**src/rtl/lc3_multicycle_controller.sv**
```systemverilog
// LC-3 multicycle control unit.
// Sequences FETCH -> DECODE -> EXEC -> (MEM) -> (WB). It issues memory
// requests with a bounded wait, derives the datapath strobes and mux selects,
// and latches the instruction register and condition codes.
// HALT and ERR are absorbing states that only rst can leave.
// After reset the unit spends one quiet cycle in FETCH. During that cycle
// every strobe and mem_req are low and mem_ready is ignored.
module lc3_multicycle_controller #(
    parameter int         DATA_W      = 16,
    parameter int         MEM_TIMEOUT = 15,
    parameter logic [7:0] HALT_VEC    = 8'h25
) (
    input  logic              clk,
    input  logic              rst,
    input  logic [DATA_W-1:0] mem_data,
    input  logic              mem_ready,
    input  logic [DATA_W-1:0] result,
    output logic              mem_req,
    output logic              mem_we,
    output logic [1:0]        addr_sel,
    output logic [DATA_W-1:0] ir,
    output logic              ir_load,
    output logic              pc_load,
    output logic              RegWrite,
    output logic              cc_load,
    output logic              ptr_load,
    output logic [1:0]        pc_sel,
    output logic [1:0]        wb_sel,
    output logic [1:0]        ALUControl,
    output logic [1:0]        ExtByHowMuch,
    output logic              dr_r7,
    output logic [2:0]        nzp,
    output logic [2:0]        state,
    output logic              halted,
    output logic              error
);

    typedef enum logic [2:0] {
        S_FETCH  = 3'd0,
        S_DECODE = 3'd1,
        S_EXEC   = 3'd2,
        S_MEM    = 3'd3,
        S_WB     = 3'd4,
        S_HALT   = 3'd5,
        S_ERR    = 3'd6
    } state_t;

    localparam logic [3:0] OP_BR   = 4'b0000;
    localparam logic [3:0] OP_ADD  = 4'b0001;
    localparam logic [3:0] OP_LD   = 4'b0010;
    localparam logic [3:0] OP_ST   = 4'b0011;
    localparam logic [3:0] OP_JSR  = 4'b0100;
    localparam logic [3:0] OP_AND  = 4'b0101;
    localparam logic [3:0] OP_LDR  = 4'b0110;
    localparam logic [3:0] OP_STR  = 4'b0111;
    localparam logic [3:0] OP_RTI  = 4'b1000;
    localparam logic [3:0] OP_NOT  = 4'b1001;
    localparam logic [3:0] OP_LDI  = 4'b1010;
    localparam logic [3:0] OP_STI  = 4'b1011;
    localparam logic [3:0] OP_JMP  = 4'b1100;
    localparam logic [3:0] OP_RSV  = 4'b1101;
    localparam logic [3:0] OP_LEA  = 4'b1110;
    localparam logic [3:0] OP_TRAP = 4'b1111;

    // One spare bit so the counter can hold MEM_TIMEOUT without wrapping.
    localparam int               CNT_W     = $clog2(MEM_TIMEOUT + 1) + 1;
    localparam logic [CNT_W-1:0] CNT_LIMIT = CNT_W'(MEM_TIMEOUT);
    localparam logic [CNT_W-1:0] CNT_ONE   = CNT_W'(1);
    localparam logic [CNT_W-1:0] CNT_ZERO  = CNT_W'(0);

    // Condition codes: negative, zero or positive.
    function automatic logic [2:0] nzp_of(input logic [DATA_W-1:0] v);
        if (v[DATA_W-1]) begin
            return 3'b100;
        end else if (v == {DATA_W{1'b0}}) begin
            return 3'b010;
        end else begin
            return 3'b001;
        end
    endfunction

    state_t              state_r, next_s;
    logic [DATA_W-1:0]   ir_r;
    logic [2:0]          nzp_r;
    logic [CNT_W-1:0]    wait_cnt_r, wait_next_s;
    logic                ind_phase_r, ind_next_s;
    logic                idle_r;
    logic                halted_r, error_r;

    logic                mem_req_s, mem_we_s, ir_load_s, pc_load_s;
    logic                reg_write_s, cc_load_s, ptr_load_s, dr_r7_s;
    logic [1:0]          addr_sel_s, pc_sel_s, wb_sel_s;
    logic [1:0]          alu_ctrl_s, ext_s;

    logic [3:0]          opcode_s;
    logic                is_load_s, is_store_s, is_ind_s, br_take_s, timeout_s;

    assign opcode_s   = ir_r[DATA_W-1 -: 4];
    assign is_load_s  = (opcode_s == OP_LD) || (opcode_s == OP_LDR) || (opcode_s == OP_LDI);
    assign is_store_s = (opcode_s == OP_ST) || (opcode_s == OP_STR) || (opcode_s == OP_STI);
    assign is_ind_s   = (opcode_s == OP_LDI) || (opcode_s == OP_STI);
    assign br_take_s  = (ir_r[11:9] & nzp_r) != 3'b000;
    assign timeout_s  = (wait_cnt_r >= CNT_LIMIT);

    // Datapath decode of the latched instruction (ALU op and offset width).
    always_comb begin
        alu_ctrl_s = 2'b00;
        ext_s      = 2'b10;
        case (opcode_s)
            OP_AND:  begin alu_ctrl_s = 2'b01; ext_s = 2'b00; end
            OP_NOT:  begin alu_ctrl_s = 2'b10; ext_s = 2'b00; end
            OP_ADD:  begin alu_ctrl_s = 2'b00; ext_s = 2'b00; end
            OP_JSR:  begin alu_ctrl_s = 2'b00; ext_s = 2'b11; end
            OP_LDR,
            OP_STR:  begin alu_ctrl_s = 2'b00; ext_s = 2'b01; end
            default: begin alu_ctrl_s = 2'b00; ext_s = 2'b10; end
        endcase
    end

    // Next-state, strobe and select generation.
    always_comb begin
        next_s      = state_r;
        ind_next_s  = 1'b0;
        mem_req_s   = 1'b0;
        mem_we_s    = 1'b0;
        addr_sel_s  = 2'd0;
        ir_load_s   = 1'b0;
        pc_load_s   = 1'b0;
        reg_write_s = 1'b0;
        cc_load_s   = 1'b0;
        ptr_load_s  = 1'b0;
        pc_sel_s    = 2'd0;
        wb_sel_s    = 2'd0;
        dr_r7_s     = 1'b0;
        case (state_r)
            S_FETCH: begin
                if (idle_r) begin
                    next_s = S_FETCH;
                end else begin
                    mem_req_s = 1'b1;
                    if (mem_ready) begin
                        ir_load_s = 1'b1;
                        pc_load_s = 1'b1;
                        next_s    = S_DECODE;
                    end else if (timeout_s) begin
                        next_s = S_ERR;
                    end else begin
                        next_s = S_FETCH;
                    end
                end
            end
            S_DECODE: begin
                if ((opcode_s == OP_RSV) || (opcode_s == OP_RTI)) begin
                    next_s = S_ERR;
                end else if ((opcode_s == OP_TRAP) && (ir_r[7:0] == HALT_VEC)) begin
                    next_s = S_HALT;
                end else begin
                    next_s = S_EXEC;
                end
            end
            S_EXEC: begin
                case (opcode_s)
                    OP_ADD, OP_AND, OP_NOT: begin
                        reg_write_s = 1'b1;
                        cc_load_s   = 1'b1;
                        next_s      = S_FETCH;
                    end
                    OP_LEA: begin
                        reg_write_s = 1'b1;
                        cc_load_s   = 1'b1;
                        wb_sel_s    = 2'd3;
                        next_s      = S_FETCH;
                    end
                    OP_BR: begin
                        if (br_take_s) begin
                            pc_load_s = 1'b1;
                            pc_sel_s  = 2'd1;
                        end else begin
                            pc_load_s = 1'b0;
                        end
                        next_s = S_FETCH;
                    end
                    OP_JMP: begin
                        pc_load_s = 1'b1;
                        pc_sel_s  = 2'd2;
                        next_s    = S_FETCH;
                    end
                    OP_JSR: begin
                        reg_write_s = 1'b1;
                        dr_r7_s     = 1'b1;
                        wb_sel_s    = 2'd2;
                        pc_load_s   = 1'b1;
                        pc_sel_s    = ir_r[11] ? 2'd1 : 2'd2;
                        next_s      = S_FETCH;
                    end
                    OP_LD, OP_LDR, OP_LDI, OP_ST, OP_STR, OP_STI: begin
                        next_s = S_MEM;
                    end
                    OP_TRAP: begin
                        reg_write_s = 1'b1;
                        dr_r7_s     = 1'b1;
                        wb_sel_s    = 2'd2;
                        next_s      = S_MEM;
                    end
                    default: begin
                        next_s = S_ERR;
                    end
                endcase
            end
            S_MEM: begin
                mem_req_s  = 1'b1;
                addr_sel_s = (is_ind_s && ind_phase_r) ? 2'd2 : 2'd1;
                if (is_store_s && !(is_ind_s && !ind_phase_r)) begin
                    mem_we_s = 1'b1;
                end else begin
                    mem_we_s = 1'b0;
                end
                if (mem_ready) begin
                    if (is_ind_s && !ind_phase_r) begin
                        ptr_load_s = 1'b1;
                        ind_next_s = 1'b1;
                        next_s     = S_MEM;
                    end else if (opcode_s == OP_TRAP) begin
                        pc_load_s = 1'b1;
                        pc_sel_s  = 2'd3;
                        next_s    = S_FETCH;
                    end else if (is_store_s) begin
                        next_s = S_FETCH;
                    end else if (is_load_s) begin
                        next_s = S_WB;
                    end else begin
                        next_s = S_ERR;
                    end
                end else if (timeout_s) begin
                    next_s = S_ERR;
                end else begin
                    ind_next_s = ind_phase_r;
                    next_s     = S_MEM;
                end
            end
            S_WB: begin
                reg_write_s = 1'b1;
                cc_load_s   = 1'b1;
                wb_sel_s    = 2'd1;
                next_s      = S_FETCH;
            end
            S_HALT: begin
                next_s = S_HALT;
            end
            S_ERR: begin
                next_s = S_ERR;
            end
            default: begin
                next_s = S_ERR;
            end
        endcase
    end

    // Wait counter restarts whenever the unit is not waiting on memory.
    always_comb begin
        if (((state_r == S_FETCH) || (state_r == S_MEM)) && !mem_ready && !idle_r) begin
            wait_next_s = wait_cnt_r + CNT_ONE;
        end else begin
            wait_next_s = CNT_ZERO;
        end
    end

    // State, instruction, condition-code and status registers.
    always_ff @(posedge clk) begin
        if (rst) begin
            state_r     <= S_FETCH;
            ir_r        <= {DATA_W{1'b0}};
            nzp_r       <= 3'b010;
            wait_cnt_r  <= CNT_ZERO;
            ind_phase_r <= 1'b0;
            idle_r      <= 1'b1;
            halted_r    <= 1'b0;
            error_r     <= 1'b0;
        end else begin
            state_r     <= next_s;
            ir_r        <= ir_load_s ? mem_data : ir_r;
            nzp_r       <= cc_load_s ? nzp_of(result) : nzp_r;
            wait_cnt_r  <= wait_next_s;
            ind_phase_r <= ind_next_s;
            idle_r      <= 1'b0;
            halted_r    <= (next_s == S_HALT);
            error_r     <= (next_s == S_ERR);
        end
    end

    assign mem_req      = mem_req_s;
    assign mem_we       = mem_we_s;
    assign addr_sel     = addr_sel_s;
    assign ir           = ir_r;
    assign ir_load      = ir_load_s;
    assign pc_load      = pc_load_s;
    assign RegWrite     = reg_write_s;
    assign cc_load      = cc_load_s;
    assign ptr_load     = ptr_load_s;
    assign pc_sel       = pc_sel_s;
    assign wb_sel       = wb_sel_s;
    assign ALUControl   = alu_ctrl_s;
    assign ExtByHowMuch = ext_s;
    assign dr_r7        = dr_r7_s;
    assign nzp          = nzp_r;
    assign state        = state_r;
    assign halted       = halted_r;
    assign error        = error_r;

endmodule

```
**config.mk**
```make
export PLATFORM = sky130hd
export DESIGN_NAME = lc3_multicycle_controller
export DESIGN_NICKNAME = d
export VERILOG_FILES = /design/src/rtl/lc3_multicycle_controller.sv
export SDC_FILE = /design/constraint.sdc
export NUM_CORES = 1
export LEC_CHECK = 0
export ABC_AREA = 1
export BUFFER_PORTS_ARGS = -buffer_cell sky130_fd_sc_hd__buf_2
export CAP_MARGIN = 20
export CORE_UTILIZATION = 30
export DETAILED_ROUTE_END_ITERATION = 12
export GPL_TIMING_DRIVEN = 0
export PLACE_DENSITY = 0.62
export SLEW_MARGIN = 10
export SYNTH_ARGS = -nofsm -noshare
export SYNTH_HDL_FRONTEND = slang
export SYNTH_SLANG_ARGS = --single-unit
```
**constraint.sdc**
```tcl
create_clock -name clk -period 3.45 [get_ports clk]
set_input_delay 1.035 -clock clk [delete_from_list [all_inputs] [get_ports clk]]
set_output_delay 1.035 -clock clk [all_outputs]
set_load 0.05 [all_outputs]
```
* Word level (Yosys, flattened, before mapping) *
Cells that the tools add are included.

word-level totals
  register bits after elaboration = 31
  input port bits = 35
  output and inout port bits = 42
  logic and storage cells = 121

operators by class
  add/subtract/negate cells = 1
  magnitude comparators = 1
  equality and inequality tests = 23
  multiplexer cells = 53
  bitwise operators = 3
  reduce and logical (&&, ||, !) cells = 32

operators with widths
  cell                   count
  $mux W3                11
  $eq A4 B4 Y1 const B   8
  $mux W1                21
  $pmux W3 S6            1
  $eq A4 B3 Y1 const B   4
  $logic_not A16 Y1      1
  $mux W2                8
  $pmux W2 S2            4
  $reduce_or A7 Y1       2
  $eq A3 B3 Y1 const B   4
  $pmux W2 S3            2
  $reduce_or A2 Y1       5
  $eq A4 B2 Y1 const B   2
  $eq A8 B6 Y1 const B   1
  $pmux W1 S2            4
  $logic_or A1 B1 Y1     7
  $eq A3 B2 Y1 const B   2
  $logic_and A1 B1 Y1    6
  $pmux W3 S2            1
  $reduce_or A6 Y1       1
  $add A5 B1 Y5 const B  1
  $ge A5 B4 Y1 const B   1
  $eq A4 B1 Y1 const B   1
  $logic_not A1 Y1       4
  other kinds (10)       11

* Longest topological paths before layout *
Gate-level depths: netlist of the first run.

  word-level depth = 10
  gate-level depth with buffers = 11
  mapped depth without buffers = 11

* Worst setup path after synthesis of the first run *
OpenSTA, ideal clock, no wires.

  kind = reg2out
  from = reg ir_r[14] (netlist: ir[14])
  to = out RegWrite
  arrival time = 2286 ps
  slack = 129 ps
  cell stages (with the launch flop) = 9
  path buffers = 0
  path through = dfxtp_1 -> inv_1 -> nor2_1 -> inv_1 -> nor2_1 -> inv_1 -> a21oi_2 -> inv_1 -> nand2_1

on the way
  cells in the longest elaborated chain, start to end = 4
  elaborated cells between the ends (all ways) = 9

RTL lines
  what                                        line  RTL
  from (decl)                                 83    logic [DATA_W-1:0] ir_r;
  from (signal assigned)                      272   ir_r <= {DATA_W{1'b0}};
  from (signal assigned)                      281   ir_r <= ir_load_s ? mem_data : ir_r;
  $eq A4 B4 Y1, or another cell as far along  162   case (opcode_s)
  $reduce_or A6 Y1 (no line) *                -
  $mux W1 *                                   162
  $pmux W1 S2 *                               135   case (state_r)
  to (decl)                                   24    output logic RegWrite,

Every way passes the cells marked *; elsewhere a longest branch is shown, timed or not.

* Worst setup path in the final report of the first run *
  from = in mem_ready
  to = out pc_load

on the way
  cells in the longest elaborated chain, start to end = 3
  elaborated cells between the ends (all ways) = 4

RTL lines
  what           line  RTL
  from (decl)    16    input logic mem_ready,
  $mux W1        141   if (mem_ready) begin
  $mux W1        137   if (idle_r) begin
  $pmux W1 S3 *  135
  to (decl)      23    output logic pc_load,

Marks and branches as above.

==> results.md, run 1 <==
- Tightest Pin Transition: 0.4698 ns
- Min-delay worst type: flop to flop
- Worst vdd ir: 0.2075 mV
- Top_reg_cell synth: dfxtp_1
- Area of the mapped netlist: 1699 µm²
- Hold Fails Final Rpt: 0
- Switching Power: 0.3253 mW
- Yosys warnings: 0
- Kind of critical path: input pin to output port
- Synth Register Bits: 31
- Register area: 620.6 µm²
- Clock sink count: 31
- CP Max Fanout: 10
- Total power: 1.002 mW
- Worst setup EP type: output port
- Final WL: 4531 µm
- Total power per unit cell area: 437.9 nW/µm²
- Iteration count of the initial detailed-routing pass: 5
- H-Tree Depth: 2
- CTS buffer count: 5
- Inserted Diodes: 0
- Most frequent cells in the layout: buf_2 (76), nand2_1 (46), nor2_1 (37)
- Clock slew at the register clock pins of the worst setup and hold paths: 0.07 ns
- Pint: 0.6764 mW
- Syn_nets: 282
- First-pass GRT wire length: 7465 µm
- Cell count after synthesis: 245
- Drt drc: 0
- Fin crit share: 0.9432
- WP data required: 2.41 ns
- Hold Slack: 0.4671 ns
- Fillcell total: 609
- Vias in the first global route: 1,655
- Fmax: 307.3 MHz
- Detailed Place HPWL: 3589 µm
- Critical Path AT: 2.22 ns
- Chip width: 77.26 µm
- Clk root buf: clkbuf_8
- Post-DR vias/cell: 4.658
- Post-synth EDFFs: 0
- GRT Util Overall: 0.1599
- Startpoint types: input pin
- Synth unique cells: 31
- Unrepaired setup endpoints after global routing: false
- Dpl ws: 0.2032 ns
- DR WL/cell: 11.30 µm
- Commonest non-fill, non-tap cell in the layout: buf_2
- Antenna violations before repair: 0
- Clock Latency Late Sink: 0.28 ns
- Worst slew margin: 0.6865
- Pin count of the biggest net entering global routing: 11
- Initial DRC count: 126
- Setup Skew: 0.003277 ns
- Die height: 77.26 µm
- Core Util, Final: 0.4179
- Post-synthesis sequential area ratio: 0.3652
- Hold path depth: 1
- Leak pwr: 1.190 nW
- Via count: 1,868
- PortBufs: 76
- Final Worst Setup Slack: 0.1958 ns
- Multi-input logic area: 879.6 µm²
- Seq pwr share: 0.393
- Fraction of registers with async set/reset: 0
- Cts hold-fix bufs: 0
- Routed Antenna Nets: 0
- P&R area growth vs syn: 34.61%
- Post_cts resized: 0
- I/O Pins: 77
- Post CTS Setup Buffer Count: 0
- Net count of the finished layout: 365
- Final setup fails: 0
- Starting Density: 0.3105
- Syn Area/Cell: 6.935 µm²
- Row count: 27
- Slew Limit Fails: 0
- Comb pwr share: 0.234
- Sw Ratio: 0.3247
- Die area: 5968 µm²
- Core region area: 5473 µm²
- Clk buf depth: 2
- Clock power frac: 0.373
- TritonCTS clock tree: done
- Total gr overflow: 0
- Crit path time final: 3.254 ns
- R2R cell count: 11
- Status: finished clean
- Setup TNS: 0 ns
- Maxcap violations: 0
- Share of layout cells above drive strength 1: 0.3374
- Placer Congestion: 0.8278
[stage by stage]
stage | instances | instance area (µm²)
after floorplan | 245 | 1699
after global placement | 393 | 2170
after detailed placement | 393 | 2170
after CTS | 401 | 2287
after global routing | 401 | 2287
final | 401 | 2287
[registers in the layout (all words and copies together), names as in the netlist]
| name | count |
|---|---|
| ind_phase_r | 1 |
| nzp | 3 |
| ir | 16 |
| state | 3 |
| idle_r | 1 |
| wait_cnt_r | 5 |
| error | 1 |
| halted | 1 |
[worst max-delay path: stages]
cell and delay [ns]:
buf_2 0.13, inv_1 0.13, nor2_4 0.27, inv_2 0.14, buf_6 0.17, nand3_1 0.07
buf_2 0.27
[Yosys cell counts, types with 2 or more instances]
cell	count	area [µm²]
o21ai_1	4	20.02
nor2_1	37	138.9
a21oi_1	13	65.06
buf_6	2	22.52
nand2_2	2	12.51
nand3_1	10	50.05
clkbuf_1	2	7.510
and2_1	2	12.51
nand2_1	46	172.7
nor2_4	3	33.78
and2_0	2	12.51
ha_1	2	25.02
inv_2	5	18.77
nor4_1	5	31.28
dfxtp_1	31	620.6
nand3_2	7	70.07
inv_1	31	116.4
nor3_1	6	30.03
o21ai_0	17	85.08
nand4_1	5	31.28
nor2_2	3	18.77
[layout make-up]
| class | instances | area share |
|---|---|---|
| clock inverter | 2 | 0.01532 |
| sequential | 31 | 0.2713 |
| timing repair buffer | 76 | 0.1663 |
| inverter | 36 | 0.05908 |
| multi-input combinational | 172 | 0.3846 |
| tap | 72 | 0.03939 |
| buffer | 6 | 0.02790 |
| clock buffer | 6 | 0.03611 |
[power groups by stage]
stage / Combinational, mW / Sequential, mW / Clock [mW]
floorplan: 0.108 / 0.462 / 0
global placement: 0.233 / 0.402 / 0
detailed placement: 0.235 / 0.402 / 0
CTS: 0.235 / 0.394 / 0.383
global route: 0.254 / 0.396 / 0.395
finish: 0.234 / 0.394 / 0.374
[cells by family (layout without fill, tap and decap cells)]
kind of cell,Yosys count,count (layout),share of synthesized area
AND/OR/NAND/NOR,131,131,0.3800
buffers and inverters,42,126,0.1171
AO/OA/AOI/OAI,39,39,0.1230
flip-flops,31,31,0.3652
adder cells (fa/ha/maj),2,2,0.01473
[metal layers]
metal / wire, µm / vias to the layer above / GRT usage
met3: 346 / 8 / 0.04405
met5: 0 / - / 0
met1: 2053 / 821 / 0.1991
li1: - / 961 / -
met4: 104 / 0 / 0.07170
met2: 2027 / 78 / 0.2549
[path summary, 6_finish.rpt]
kind         slack [ns]           from             to
max                0.20      mem_ready        pc_load
max reg2reg        1.79  wait_cnt_r[0]          error
min                0.47  wait_cnt_r[0]  wait_cnt_r[0]
min reg2reg        0.47  wait_cnt_r[0]  wait_cnt_r[0]
No activity file was read; power rests on OpenSTA's default activity.
==> inputs of run 2 (changes only) <==
Settings changed: ABC_CLOCK_PERIOD_IN_PS set to 3450, PLACE_DENSITY 0.62 to not set, PLACE_DENSITY_LB_ADDON set to 0.2.
==> run 2 against run 1 <==
  * Combinational power barely moved
  * Sequential cell count did not move
  * Utilization did not move
  * Clock power barely moved
  * Die area did not move
  * Clock-buffer cell count did not move
  * Non-clock buffer count did not move
  * Sequential share of layout area did not move
  * Critical endpoint unchanged
  * Largest cell class unchanged
==> results.md, run 2 (same netlist as run 1, synthesis figures left out) <==
- Clock Latency Late Sink: 0.28 ns
- Initial DRC count: 78
- First-pass GRT wire length: 7486 µm
- Worst reg2reg path startpoint: wait_cnt_r[0]
- Starting Density: 0.3105
- Total power: 1.000 mW
- GRT Util Overall: 0.1599
- Clock power frac: 0.372
- Final Worst Setup Slack: 0.2081 ns
- Startpoint types: input pin
- Share of layout cells above drive strength 1: 0.3374
- Fillcell total: 601
- Drt drc: 0
- Net count of the finished layout: 365
- Comb pwr share: 0.234
- DR WL/cell: 11.31 µm
- Antenna violations before repair: 0
- Die height: 77.26 µm
- Post_cts resized: 0
- Area of placed instances: 2170 µm²
- Core Util, Final: 0.4179
- Finished layout cell area: 2287 µm²
- Number of flip-flops in the largest register: 16
- Worst setup EP type: output port
- Final setup fails: 0
- WP data required: 2.41 ns
- Worst vdd ir: 0.2482 mV
- CP cell instances: buf_2, inv_1, nor2_4, inv_2, buf_6, nand3_1, buf_2
- Placer Congestion: 0.7956
- Critical Path AT: 2.21 ns
- Routed Antenna Nets: 0
- Seq pwr share: 0.394
- Min-delay worst type: flop to flop
- Sw Ratio: 0.3237
- Post-Layout Cell Count: 401
- CP Max Fanout: 10
- CP peak stage delay: 0.27 ns
- Iteration count of the initial detailed-routing pass: 4
- Post-Place Cells: 393
- Hold Crit Start: wait_cnt_r[0]
- Detailed Place HPWL: 3607 µm
- Clk root buf: clkbuf_8
- Pint: 0.6764 mW
- Cts hold-fix bufs: 0
- Post CTS Setup Buffer Count: 0
- Post-DR vias/cell: 4.464
- Total gr overflow: 0
- Setup TNS: 0 ns
- Most used cell, CP: buf_2
- CTS buffer count: 5
- TritonCTS clock tree: done
- Worst slew margin: 0.6697
- Vias in the first global route: 1,664
- Largest delay contributor family on the critical path: buffers and inverters
- Crit path max-delay cell type: buf_2
- P&R area growth vs syn: 34.61%
- Die area: 5968 µm²
- I/O Pins: 77
- Fmax: 308.5 MHz
- Clock sink count: 31
- Status: finished clean
- Chip width: 77.26 µm
- R2R cell count: 11
- Fin crit share: 0.9397
- Inserted Diodes: 0
- RR Endpoint: error
- Tightest Pin Transition: 0.4950 ns
- Core region area: 5473 µm²
- Unrepaired setup endpoints after global routing: false
- Commonest non-fill, non-tap cell in the layout: buf_2
- Setup Skew: 0.009127 ns
- Bufs and invs on worst path: 5
- R2R Setup Slk: 1.77 ns
- PortBufs: 76
- Hold Fails Final Rpt: 0
- Via count: 1,790
- Row count: 27
- Total power per unit cell area: 437.3 nW/µm²
- Clock slew at the register clock pins of the worst setup and hold paths: 0.07 ns
- Maxcap violations: 0
- Clk buf depth: 2
- H-Tree Depth: 2
- Slew Limit Fails: 0
- Hold Slack: 0.4680 ns
- Kind of critical path: input pin to output port
- Hold path depth: 1
- Hold Path End: wait_cnt_r[0]
- Dpl ws: 0.2024 ns
- Final WL: 4535 µm
- Pin count of the biggest net entering global routing: 11
- Leak pwr: 1.190 nW
- Crit path time final: 3.242 ns
- Most frequent cells in the layout: buf_2 (76), nand2_1 (46), nor2_1 (37)
- Switching Power: 0.3237 mW
run 2: cell counts in the layout (fill, tap and decap cells not counted):
Identical to the previous run, type by type.
run 2: cell type report:
| cell class | count | area, µm² | area share |
|---|---|---|---|
| Clock inverter | 2 | 35.03 | 0.01532 |
| Inverter | 36 | 135.1 | 0.05908 |
| Tap cell | 72 | 90.09 | 0.03939 |
| Multi-Input combinational cell | 172 | 879.6 | 0.3846 |
| Clock buffer | 6 | 82.58 | 0.03611 |
| Timing Repair Buffer | 76 | 380.4 | 0.1663 |
| Sequential cell | 31 | 620.6 | 0.2713 |
| Buffer | 6 | 63.81 | 0.02790 |
run 2: worst max-delay path by stage:
stage,from,to,slack [ns],depth (start not counted)
floorplan,ir[14],RegWrite,0.13,8
finish,mem_ready,pc_load,0.21,7
detailed placement,mem_ready,pc_load,0.20,7
global placement,mem_ready,pc_load,0.19,7
CTS,mem_ready,pc_load,0.20,7
global route,mem_ready,pc_load,0.14,7
run 2: per-layer routing:
layer / wire length [µm] / track usage
met5: 0 / 0
met4: 75 / 0.06226
met3: 270 / 0.03929
met2: 2019 / 0.2496
met1: 2170 / 0.2098
run 2: power by group through the flow:
| stage | Clock [mW] | Combinational [mW] | Sequential [mW] |
|---|---|---|---|
| 6_report | 0.372 | 0.234 | 0.394 |
| 5_1_grt | 0.395 | 0.251 | 0.397 |
| 4_1_cts | 0.382 | 0.235 | 0.394 |
| 3_5_place_dp | 0 | 0.234 | 0.402 |
| 3_3_place_gp | 0 | 0.234 | 0.402 |
| 2_1_floorplan | 0 | 0.108 | 0.462 |
